File: src/rtl/p405s_icu_fill_pkg.sv
// rtl/p405s_icu_fill_pkg.sv - shared types and constants for the ICU line-fill sequencer
package p405s_icu_fill_pkg;

    typedef enum logic [1:0] {
        IDLE  = 2'd0,
        REQ   = 2'd1,
        DATA  = 2'd2,
        TAGWR = 2'd3
    } fill_state_e;

    localparam int   BEATS_LINE = 4;
    localparam logic WAY_A      = 1'b0;
    localparam logic WAY_B      = 1'b1;

endpackage

File: src/rtl/p405s_icu_fill_beatctr.sv
// rtl/p405s_icu_fill_beatctr.sv - beat counter, last-beat detect, sticky error and forward-kill flags
module p405s_icu_fill_beatctr #(
    parameter int BEATS = 4
) (
    input  logic clk_i,
    input  logic reset_i,
    input  logic clear_i,
    input  logic beat_i,
    input  logic cacheable_i,
    input  logic rd_err_i,
    input  logic kill_i,
    output logic last_o,
    output logic err_o,
    output logic kill_o
);

    localparam logic [1:0] LAST_BEAT = 2'(BEATS - 1);

    logic [1:0] cnt_q;
    logic       err_q;
    logic       kill_q;

    always_ff @(posedge clk_i) begin
        if (reset_i || clear_i) begin
            cnt_q  <= 2'd0;
            err_q  <= 1'b0;
            kill_q <= 1'b0;
        end else begin
            if (beat_i && (cnt_q != LAST_BEAT)) begin
                cnt_q <= cnt_q + 2'd1;
            end
            if (beat_i && rd_err_i) begin
                err_q <= 1'b1;
            end
            if (kill_i) begin
                kill_q <= 1'b1;
            end
        end
    end

    // Flags include the current cycle so a beat sees its own error/abort.
    assign last_o = beat_i && (!cacheable_i || (cnt_q == LAST_BEAT));
    assign err_o  = err_q || (beat_i && rd_err_i);
    assign kill_o = kill_q || kill_i;

endmodule

File: src/rtl/p405s_icu_fill_seq.sv
// rtl/p405s_icu_fill_seq.sv - ICU line-fill sequencer: one PLB line read per miss, target beat first
module p405s_icu_fill_seq
    import p405s_icu_fill_pkg::*;
#(
    parameter int BEATS  = BEATS_LINE,
    parameter int ADDR_W = 27,
    parameter int IDX_W  = 8
) (
    input  logic              CB,
    input  logic              reset,
    input  logic              missIn,
    input  logic [ADDR_W-1:0] missAddr,
    input  logic [1:0]        critBeat,
    input  logic              victimWay,
    input  logic              cacheable,
    input  logic              IFB_isAbort2,
    output logic              ICU_plbRequest,
    output logic [ADDR_W-1:0] ICU_plbABus,
    output logic              ICU_plbSize,
    input  logic              PLB_icuAddrAck,
    input  logic              PLB_icuRdDAck,
    input  logic [1:0]        PLB_icuRdWdAddr,
    input  logic [63:0]       PLB_icuRdDBus,
    input  logic              PLB_icuRdErr,
    output logic              arrWrEn,
    output logic              arrWrWay,
    output logic [IDX_W-1:0]  arrWrIdx,
    output logic [1:0]        arrWrBeat,
    output logic [63:0]       arrWrData,
    output logic              tagWrEn,
    output logic              tagWrWay,
    output logic [ADDR_W-1:0] tagWrAddr,
    output logic              tagWrValid,
    output logic              fwdValid,
    output logic [63:0]       fwdData,
    output logic              fillBusy,
    output logic              fillDone,
    output logic              fillErr
);

    fill_state_e       state_q;
    logic [ADDR_W-1:0] addr_q;
    logic [1:0]        crit_q;
    logic              way_q;
    logic              cach_q;

    logic              req_q, busy_q;
    logic              arr_en_q;
    logic [1:0]        arr_beat_q;
    logic [63:0]       arr_data_q;
    logic              fwd_q;
    logic [63:0]       fwd_data_q;
    logic              tag_en_q, tag_valid_q;
    logic              done_q, err_q;

    logic start, beat_ok, kill_set, last_beat, err_any, kill_any, fwd_hit;

    assign start    = (state_q == IDLE) && missIn;
    assign beat_ok  = (state_q == DATA) && PLB_icuRdDAck;
    // Abort racing the address ack loses: the fill proceeds, only forwarding dies.
    assign kill_set = ((state_q == REQ) && PLB_icuAddrAck && IFB_isAbort2) ||
                      ((state_q == DATA) && IFB_isAbort2);
    assign fwd_hit  = beat_ok && (PLB_icuRdWdAddr == crit_q) && !kill_any && !PLB_icuRdErr;

    p405s_icu_fill_beatctr #(.BEATS(BEATS)) u_beatctr (
        .clk_i       (CB),
        .reset_i     (reset),
        .clear_i     (start),
        .beat_i      (beat_ok),
        .cacheable_i (cach_q),
        .rd_err_i    (PLB_icuRdErr),
        .kill_i      (kill_set),
        .last_o      (last_beat),
        .err_o       (err_any),
        .kill_o      (kill_any)
    );

    always_ff @(posedge CB) begin
        if (reset) begin
            state_q     <= IDLE;
            addr_q      <= '0;
            crit_q      <= 2'd0;
            way_q       <= WAY_A;
            cach_q      <= 1'b0;
            req_q       <= 1'b0;
            busy_q      <= 1'b0;
            arr_en_q    <= 1'b0;
            arr_beat_q  <= 2'd0;
            arr_data_q  <= '0;
            fwd_q       <= 1'b0;
            fwd_data_q  <= '0;
            tag_en_q    <= 1'b0;
            tag_valid_q <= 1'b0;
            done_q      <= 1'b0;
            err_q       <= 1'b0;
        end else begin
            arr_en_q    <= 1'b0;
            fwd_q       <= 1'b0;
            tag_en_q    <= 1'b0;
            tag_valid_q <= 1'b0;
            done_q      <= 1'b0;
            err_q       <= 1'b0;

            if (beat_ok) begin
                arr_en_q   <= cach_q;
                arr_beat_q <= PLB_icuRdWdAddr;
                arr_data_q <= PLB_icuRdDBus;
            end
            if (fwd_hit) begin
                fwd_q      <= 1'b1;
                fwd_data_q <= PLB_icuRdDBus;
            end

            case (state_q)
                IDLE: begin
                    if (missIn) begin
                        addr_q  <= missAddr;
                        crit_q  <= critBeat;
                        way_q   <= victimWay;
                        cach_q  <= cacheable;
                        req_q   <= 1'b1;
                        busy_q  <= 1'b1;
                        state_q <= REQ;
                    end
                end
                REQ: begin
                    if (PLB_icuAddrAck) begin
                        req_q   <= 1'b0;
                        state_q <= DATA;
                    end else if (IFB_isAbort2) begin
                        req_q   <= 1'b0;
                        busy_q  <= 1'b0;
                        state_q <= IDLE;
                    end
                end
                DATA: begin
                    if (last_beat) begin
                        tag_en_q    <= cach_q;
                        tag_valid_q <= cach_q && !err_any;
                        done_q      <= 1'b1;
                        err_q       <= err_any;
                        state_q     <= TAGWR;
                    end
                end
                TAGWR: begin
                    busy_q  <= 1'b0;
                    state_q <= IDLE;
                end
                default: state_q <= IDLE;
            endcase
        end
    end

    assign ICU_plbRequest = req_q;
    assign ICU_plbABus    = addr_q;
    assign ICU_plbSize    = cach_q;
    assign arrWrEn        = arr_en_q;
    assign arrWrWay       = way_q;
    assign arrWrIdx       = addr_q[IDX_W-1:0];
    assign arrWrBeat      = arr_beat_q;
    assign arrWrData      = arr_data_q;
    assign tagWrEn        = tag_en_q;
    assign tagWrWay       = way_q;
    assign tagWrAddr      = addr_q;
    assign tagWrValid     = tag_valid_q;
    assign fwdValid       = fwd_q;
    assign fwdData        = fwd_data_q;
    assign fillBusy       = busy_q;
    assign fillDone       = done_q;
    assign fillErr        = err_q;

endmodule

File: config.mk
export PLATFORM = sky130hd
export DESIGN_NAME = p405s_icu_fill_seq
export DESIGN_NICKNAME = d
export VERILOG_FILES = /design/src/rtl/p405s_icu_fill_pkg.sv /design/src/rtl/p405s_icu_fill_beatctr.sv /design/src/rtl/p405s_icu_fill_seq.sv
export SDC_FILE = /design/constraint.sdc
export NUM_CORES = 1
export LEC_CHECK = 0
export CAP_MARGIN = 30
export CORE_MARGIN = 10
export CORE_UTILIZATION = 25
export DETAILED_ROUTE_END_ITERATION = 12
export DONT_BUFFER_PORTS = 1
export GPL_TIMING_DRIVEN = 1
export PLACE_DENSITY = 0.48
export REMOVE_ABC_BUFFERS = 1
export SYNTH_ARGS = -nofsm -noshare
export SYNTH_HDL_FRONTEND = slang
export SYNTH_HIERARCHICAL = 1
export SYNTH_SLANG_ARGS = --single-unit
File: constraint.sdc
create_clock -name CB -period 5.15 [get_ports CB]
set_clock_uncertainty 0.15 [all_clocks]
set_input_delay 1.03 -clock CB [delete_from_list [all_inputs] [get_ports CB]]
set_output_delay 1.03 -clock CB [all_outputs]
set_load 0.1 [all_outputs]
# After elaboration in Yosys (flattened, before gate mapping)
# Cells that the tools add are included.
# totals
elab_cells	78
reg_bits	175
# op_classes
n_eq_ne	11
add_sub_neg	1
reduce_logical	31
mux	13
n_bitwise	3
# ops
operator	count
logical AND 1 bit	12
inequality test 2 bit, second input constant	5
two-way mux 2 bit	4
one-hot mux 2 bit (4 select lines)	1
equality test 2 bit, second input constant	3
two-way mux 1 bit	6
AND reduction 3 bit	2
logical OR 1 bit	5
logical NOT 1 bit	4
AND reduction 4 bit	1
OR reduction 2 bit	2
inequality test 3 bit, second input constant	1
NOT 1 bit	3
one-hot mux 1 bit (3 select lines)	1
nonzero test 3 bit	1
OR reduction 3 bit	1
adder 2 x 1 -> 2 bit, second input constant	1
equality test 2 x 1 -> 1 bit, second input constant	1
equality test 2 bit	1
logical NOT 2 bit	1
one-hot mux 1 bit (2 select lines)	1
AND reduction 2 bit	1
nonzero test 2 bit	1

# Logic depth before layout (Yosys ltp)
# Gate-level depths: netlist of run 1.
# logic_depth
ltp_word	9
ltp_mapped	10

# Hierarchy
# Netlist of run 1, hierarchy kept.
# by_module_without_submodules
module	cells_each	seq_area_each_um2	area_per_inst_um2	n_inst
p405s_icu_fill_seq	775	3423.3	6819.0	1
p405s_icu_fill_beatctr	16	80.1	176.4	1

# Least setup slack after synthesis of run 1
# OpenSTA, ideal clock, no wires.
# synth_timing
path_type	register to output
start	register addr_q[0], in the netlist ICU_plbABus[0]
end	output port arrWrIdx[0]
n_path_buf	1
arrival_time_ps	1391
stages_incl_launch_ff	2
slack_ps	2579
path_cell_list	dfxtp_1 buf_4
# synth_rtl
item	line	rtl
start, declared	p405s_icu_fill_seq.sv:42	logic [ADDR_W-1:0] addr_q;
start signal, assigned	p405s_icu_fill_seq.sv:117	addr_q <= missAddr;
end, declared	p405s_icu_fill_seq.sv:27	output logic [IDX_W-1:0] arrWrIdx,
# No word-level cell between the ends.

==> results of run 1 <==
-- final timing paths --
check	slack, ns	from	endpoint	cells past startpoint
hold reg to reg	0.32	crit_q[0]	crit_q[0]	2
setup reg to reg	2.43	register	fwdData[50]	7
setup / recovery	2.43	register	fwdData[50]	7
hold / removal	0.32	crit_q[0]	crit_q[0]	2
-- per-stage QoR --
step	setup slack, ns	instance area, um2	total power, mW	hold slack, ns
2_1_floorplan	0.106	6460	1.89	0.294
3_3_place_gp	2.03	7030	1.92	0.304
3_5_place_dp	2.00	7410	1.95	0.309
4_1_cts	2.39	7960	3.21	0.319
5_1_grt	2.22	8110	3.28	0.347
6_report	2.43	8110	3.15	0.319
-- power breakdown --
group          internal [mW]  switching, mW
registers               1.39          0.322
clock network          0.643          0.584
logic                 0.0795          0.137
-- layout make-up --
class	instances	area [um2]	share of cell area
sequential	175	3560	0.439
multi-input combinational	522	2950	0.364
timing repair buffer	40	568	0.0700
tap	378	473	0.0583
clock buffer	19	443	0.0546
clock inverter	13	104	0.0128
inverter	3	11.3	0.00139
-- cell families (layout without fill, tap and decap cells) --
family | after synthesis | count (layout)
AND/OR/NAND/NOR | 345 | 345
multiplexers | 65 | 65
adder cells (fa/ha/maj) | 1 | 1
AO/OA/AOI/OAI | 108 | 108
buffers and inverters | 94 | 75
XOR/XNOR | 3 | 3
flip-flops | 175 | 175
-- critical path, cell delays in order, from the launching register on --
cell and delay, ns:
dfxtp_1 0.54, nand3b_1 0.17, a21boi_0 0.08, or2_2 0.29
nor2_1 0.11, and4_4 0.53, buf_4 0.46, mux2i_1 0.24
-- registers in the layout, indices dropped and copies added, names as in the netlist, 2 cells and up, named ones only --
name             count
fwdData             64
ICU_plbABus         27
arrWrBeat            2
crit_q               2
arrWrData           64
u_beatctr/cnt_q      2
-- cells in the mapped netlist (2+ instances only) --
cell	count	share of area
nand2b_1	130	0.12
buf_2	7	0.0050
inv_2	2	0.0011
a21boi_0	2	0.0021
buf_4	36	0.039
dfxtp_1	175	0.50
nand2_1	194	0.10
a21oi_1	100	0.072
nor2_1	2	0.0011
mux2i_1	65	0.093
buf_1	8	0.0043
and2_1	2	0.0018
nor2b_1	3	0.0027
xnor2_1	3	0.0038
buf_6	6	0.0097
o21bai_1	2	0.0021
nor3_1	3	0.0021
nor3b_1	3	0.0032
clkbuf_1	34	0.018
nand3b_1	2	0.0021
-- metal layers --
| metal | vias to the layer above | track usage | share of wire |
|---|---|---|---|
| met5 | - | 0 | 0 |
| met4 | 0 | 0.0264 | 0.0078 |
| met3 | 11 | 0.0669 | 0.13 |
| met2 | 222 | 0.185 | 0.47 |
| met1 | 2240 | 0.126 | 0.39 |
| li1 | 2436 | - | - |
-- cells in the final DEF, fill, tap and decap left out, types with 2 or more instances in the layout --
| cell | count |
|---|---|
| buf_12 | 7 |
| and2_1 | 2 |
| clkbuf_1 | 9 |
| buf_16 | 12 |
| a21oi_1 | 100 |
| inv_2 | 2 |
| inv_6 | 5 |
| clkbuf_16 | 17 |
| a21boi_0 | 2 |
| o21bai_1 | 2 |
| xnor2_1 | 3 |
| clkinv_2 | 3 |
| nor2b_1 | 3 |
| nand3b_1 | 2 |
| nor3b_1 | 3 |
| nand2_1 | 194 |
| nor3_1 | 3 |
| dfxtp_2 | 20 |
| dfxtp_4 | 8 |
| buf_4 | 5 |
| clkinv_4 | 3 |
| buf_1 | 8 |
| nand2b_1 | 130 |
| dfxtp_1 | 147 |
| nor2_1 | 2 |
| mux2i_1 | 65 |
==> flow_summary.yaml, run 1 <==
place:
  io_buffer_count: 0
  dp_cells: 1105
  gp_congestion: 0.693
  dp_hpwl_um: 14400
clock_network:
  cts.repair.resized: 0
  clock_latency_ns: 0.42
  path_clk_slew_ns: 0.08
  clockRootBuffer: "clkbuf_16"
  htreeDepth: 4
  hold_buffers: 0
  cts_tree: "done"
  clk_path_buf_depth: 2
  cts_setup_buffers: 0
  cts_buffers: 17
  cts.sinks: 175
route:
  viasPerCell: 4.27
  drc: 0
  wl_um: 20700
  vias: 4909
  routedWlPerCell_um: 18.0
  dr.pass1.iters: 4
  drtAntennaViolNets: 0
  drt_iter0_markers: 169
synth:
  synth.distinct_cells: 32
  synth_edf_count: 0
  yosysSeqAreaShare: 0.501
  synth_cells: 791
  synth_top_family_by_area: "simple AND/OR/NAND/NOR gates"
  synth_ff_type: "dfxtp_1"
  synth_xor_area_frac: 0.00376
  synth_compound_area_frac: 0.0801
  synth.cell_area_um2: 7000
  syn_area_per_cell_um2: 8.84
  ys_ff_latch: 175
  yosys.area_share.simple: 0.243
  post_synth_fa_ha_maj_area_fraction: 0.00179
  async_flop_share: 0
  ys_warn_count: 6
  synth.mux.area_fraction: 0.0930
finish:
  drive_above_1_share: 0.117
  antenna_cells: 0
  area_delta_synth_final_pct: 15.9
  final_cells: 1150
  fin_nets: 864
  num-fill-cells: 2926
  fin_util: 0.293
sta:
  setup_violations: 0
  max_freq_mhz: 367
  tightest_slew_ns: 1.05
  post-route-period-util: 0.529
  finalCriticalPeriod_ns: 2.72
  report.final.slew_viol_count: 0
  final-hold-violation-count: 0
  finalSetupTns_ns: 0
  rsz0062_at_grt: "false"
  relSlewSlack: 0.301
setup_path:
  crit_type: "reg -> reg"
  critical_path_arrival_ns: 2.91
  required_ns: 5.34
  crit_fanout: 24
  end_kind: "register"
  cp-start-kind: "register"
global_route:
  overflow: 0
  grt_first_pass_wirelength_um: 31500
  grt_pass1_vias: 4931
  antenna_found_initial: 0
  track_usage: 0.114
  grt_max_degree: 237
floorplanning:
  start_util: 0.252
  io-pin-count: 307
  die_w_um: 187
  die_h_um: 187
  core-area_um2: 27700
  fp.dieArea_um2: 35100
  row_count: 61
power_and_ir_drop:
  p_leak_nw: 2.69
  cellPowerDensity_nw_per_um2: 389
  peakVddDrop_mv: 0.234
hold_path:
  hp-class: "reg -> reg"
run:
  maxCapViolations: 0
status:
  status: "finished clean"
(Power assumes the default switching activity.)
==> run 2, diff against run 1 <==
==> constraint.sdc (replaced) <==
create_clock -name CB -period 2.8 [get_ports CB]
set_clock_uncertainty 0.15 [all_clocks]
set_input_delay 0.56 -clock CB [delete_from_list [all_inputs] [get_ports CB]]
set_output_delay 0.56 -clock CB [all_outputs]
set_load 0.1 [all_outputs]
==> run 2 against run 1 <==
  * Non-clock buffer count up 129
  * Largest power group unchanged
  * Final area is 11% higher
  * Critical path type unchanged
  * Largest cell class unchanged
  * Cell count up 11%
==> flow_summary.yaml, run 2 (same netlist as run 1, synthesis figures left out) <==
clock_network:
  clock_latency_ns: 0.42
  path_clk_slew_ns: 0.07
  cts.repair.resized: 0
  cts_tree: "done"
  htreeDepth: 4
  hold_buffers: 0
  cts.sinks: 175
  clockRootBuffer: "clkbuf_16"
  cts_buffers: 17
  cts_setup_buffers: 0
  clk_path_buf_depth: 2
finish:
  antenna_cells: 0
  drive_above_1_share: 0.261
  layout_commonest_cell: "nand2_1"
  area_delta_synth_final_pct: 29.1
  fin_nets: 993
  final_cells: 1278
  final_cell_mix: "nand2_1 (194), buf_4 (158), dfxtp_1 (147), nand2b_1 (130), a21oi_1 (100)"
  num-fill-cells: 2930
global_route:
  track_usage: 0.121
  overflow: 0
  grt_max_degree: 237
  grt_pass1_vias: 5360
  antenna_found_initial: 0
  grt_first_pass_wirelength_um: 33400
setup_path:
  end_kind: "register"
  critical_path_arrival_ns: 2.56
  required_ns: 2.99
  slowest_stage: "dfxtp_1"
  crit_chain: "nand3b_1 > a21boi_0 > or2_2 > nor2_1 > and4_4 > buf_12 > mux2i_1"
  cp-start-kind: "register"
  slowest_delay_ns: 0.51
  crit_type: "reg -> reg"
  crit_fanout: 25
floorplanning:
  die_h_um: 187
  io-pin-count: 307
  fp.dieArea_um2: 35100
  core-area_um2: 27700
  row_count: 61
  start_util: 0.252
  die_w_um: 187
status:
  status: "finished clean"
place:
  dp_cells: 1247
  dp_hpwl_um: 15300
  gp_congestion: 0.742
  io_buffer_count: 0
sta:
  holdWs_ns: 0.0449
  report.final.slew_viol_count: 0
  rsz0062_at_grt: "false"
  setup_violations: 0
  relSlewSlack: 0.415
  finalCriticalPeriod_ns: 2.36
  tightest_slew_ns: 0.878
  final-hold-violation-count: 0
  post-route-period-util: 0.844
  max_freq_mhz: 423
route:
  drtAntennaViolNets: 0
  dr.pass1.iters: 6
  drt_iter0_markers: 227
  wl_um: 21600
  viasPerCell: 4.19
  drc: 0
  vias: 5351
  routedWlPerCell_um: 16.9
power_and_ir_drop:
  peakVddDrop_mv: 0.382
  p_leak_nw: 3.43
  cellPowerDensity_nw_per_um2: 681
  power_mw: 6.15
run:
  maxCapViolations: 0
hold_path:
  hp-class: "in -> reg"
==> run 2: final timing paths <==
| check | startpoint | to | slack, ns | depth (start not counted) |
|---|---|---|---|---|
| max | register | fwdData[53] | 0.44 | 7 |
| min | reset | ICU_plbABus[4] | 0.04 | 1 |
| max reg2reg | register | fwdData[53] | 0.44 | 7 |
| min reg2reg | arrWrData[6] | arrWrData[6] | 0.30 | 2 |
==> run 2: layer usage <==
layer / track usage / routed length, um / vias to the layer above
met1: 0.142 / 9010 / 2426
met2: 0.190 / 9760 / 218
met4: 0.0363 / 272 / 0
li1: - / - / 2692
met3: 0.0576 / 2550 / 15
met5: 0 / 0 / -
==> run 2: critical path: cells and delay by family, from the launching register on <==
kind	cells	cell delay [ns]
flops	1	0.51
buf+inv	1	0.26
mux	1	0.22
compound gates	1	0.10
simple gates	4	1.04
==> run 2: through the flow <==
stage                     setup slack [ns]   util  TNS, ns  cell area (um2)
after CTS                            0.401  0.326        0             9030
after global placement               0.490  0.303        0             8400
after global routing                 0.208  0.326        0             9030
final                                0.436  0.326        0             9030
after detailed placement             0.429  0.303        0             8400
after floorplan                      -1.77      -  -118.22             6460
==> run 2: where the power goes <==
part           internal [mW]  switching [mW]  total (mW)  leakage [nW]
Combinational          0.179           0.580       0.759          1.69
Sequential              2.55           0.268        2.82          1.43
Clock                   1.51            1.06        2.57         0.302
==> run 2: final cells by class <==
cell class | count | area [um2] | area share
clock buffers | 19 | 475 | 0.0526
clock inverters | 12 | 154 | 0.0170
inverters | 3 | 11.3 | 0.00125
multi-input cells | 522 | 2950 | 0.327
flip-flops and latches | 175 | 3560 | 0.394
well taps | 378 | 473 | 0.0524
repair buffers | 169 | 1410 | 0.156
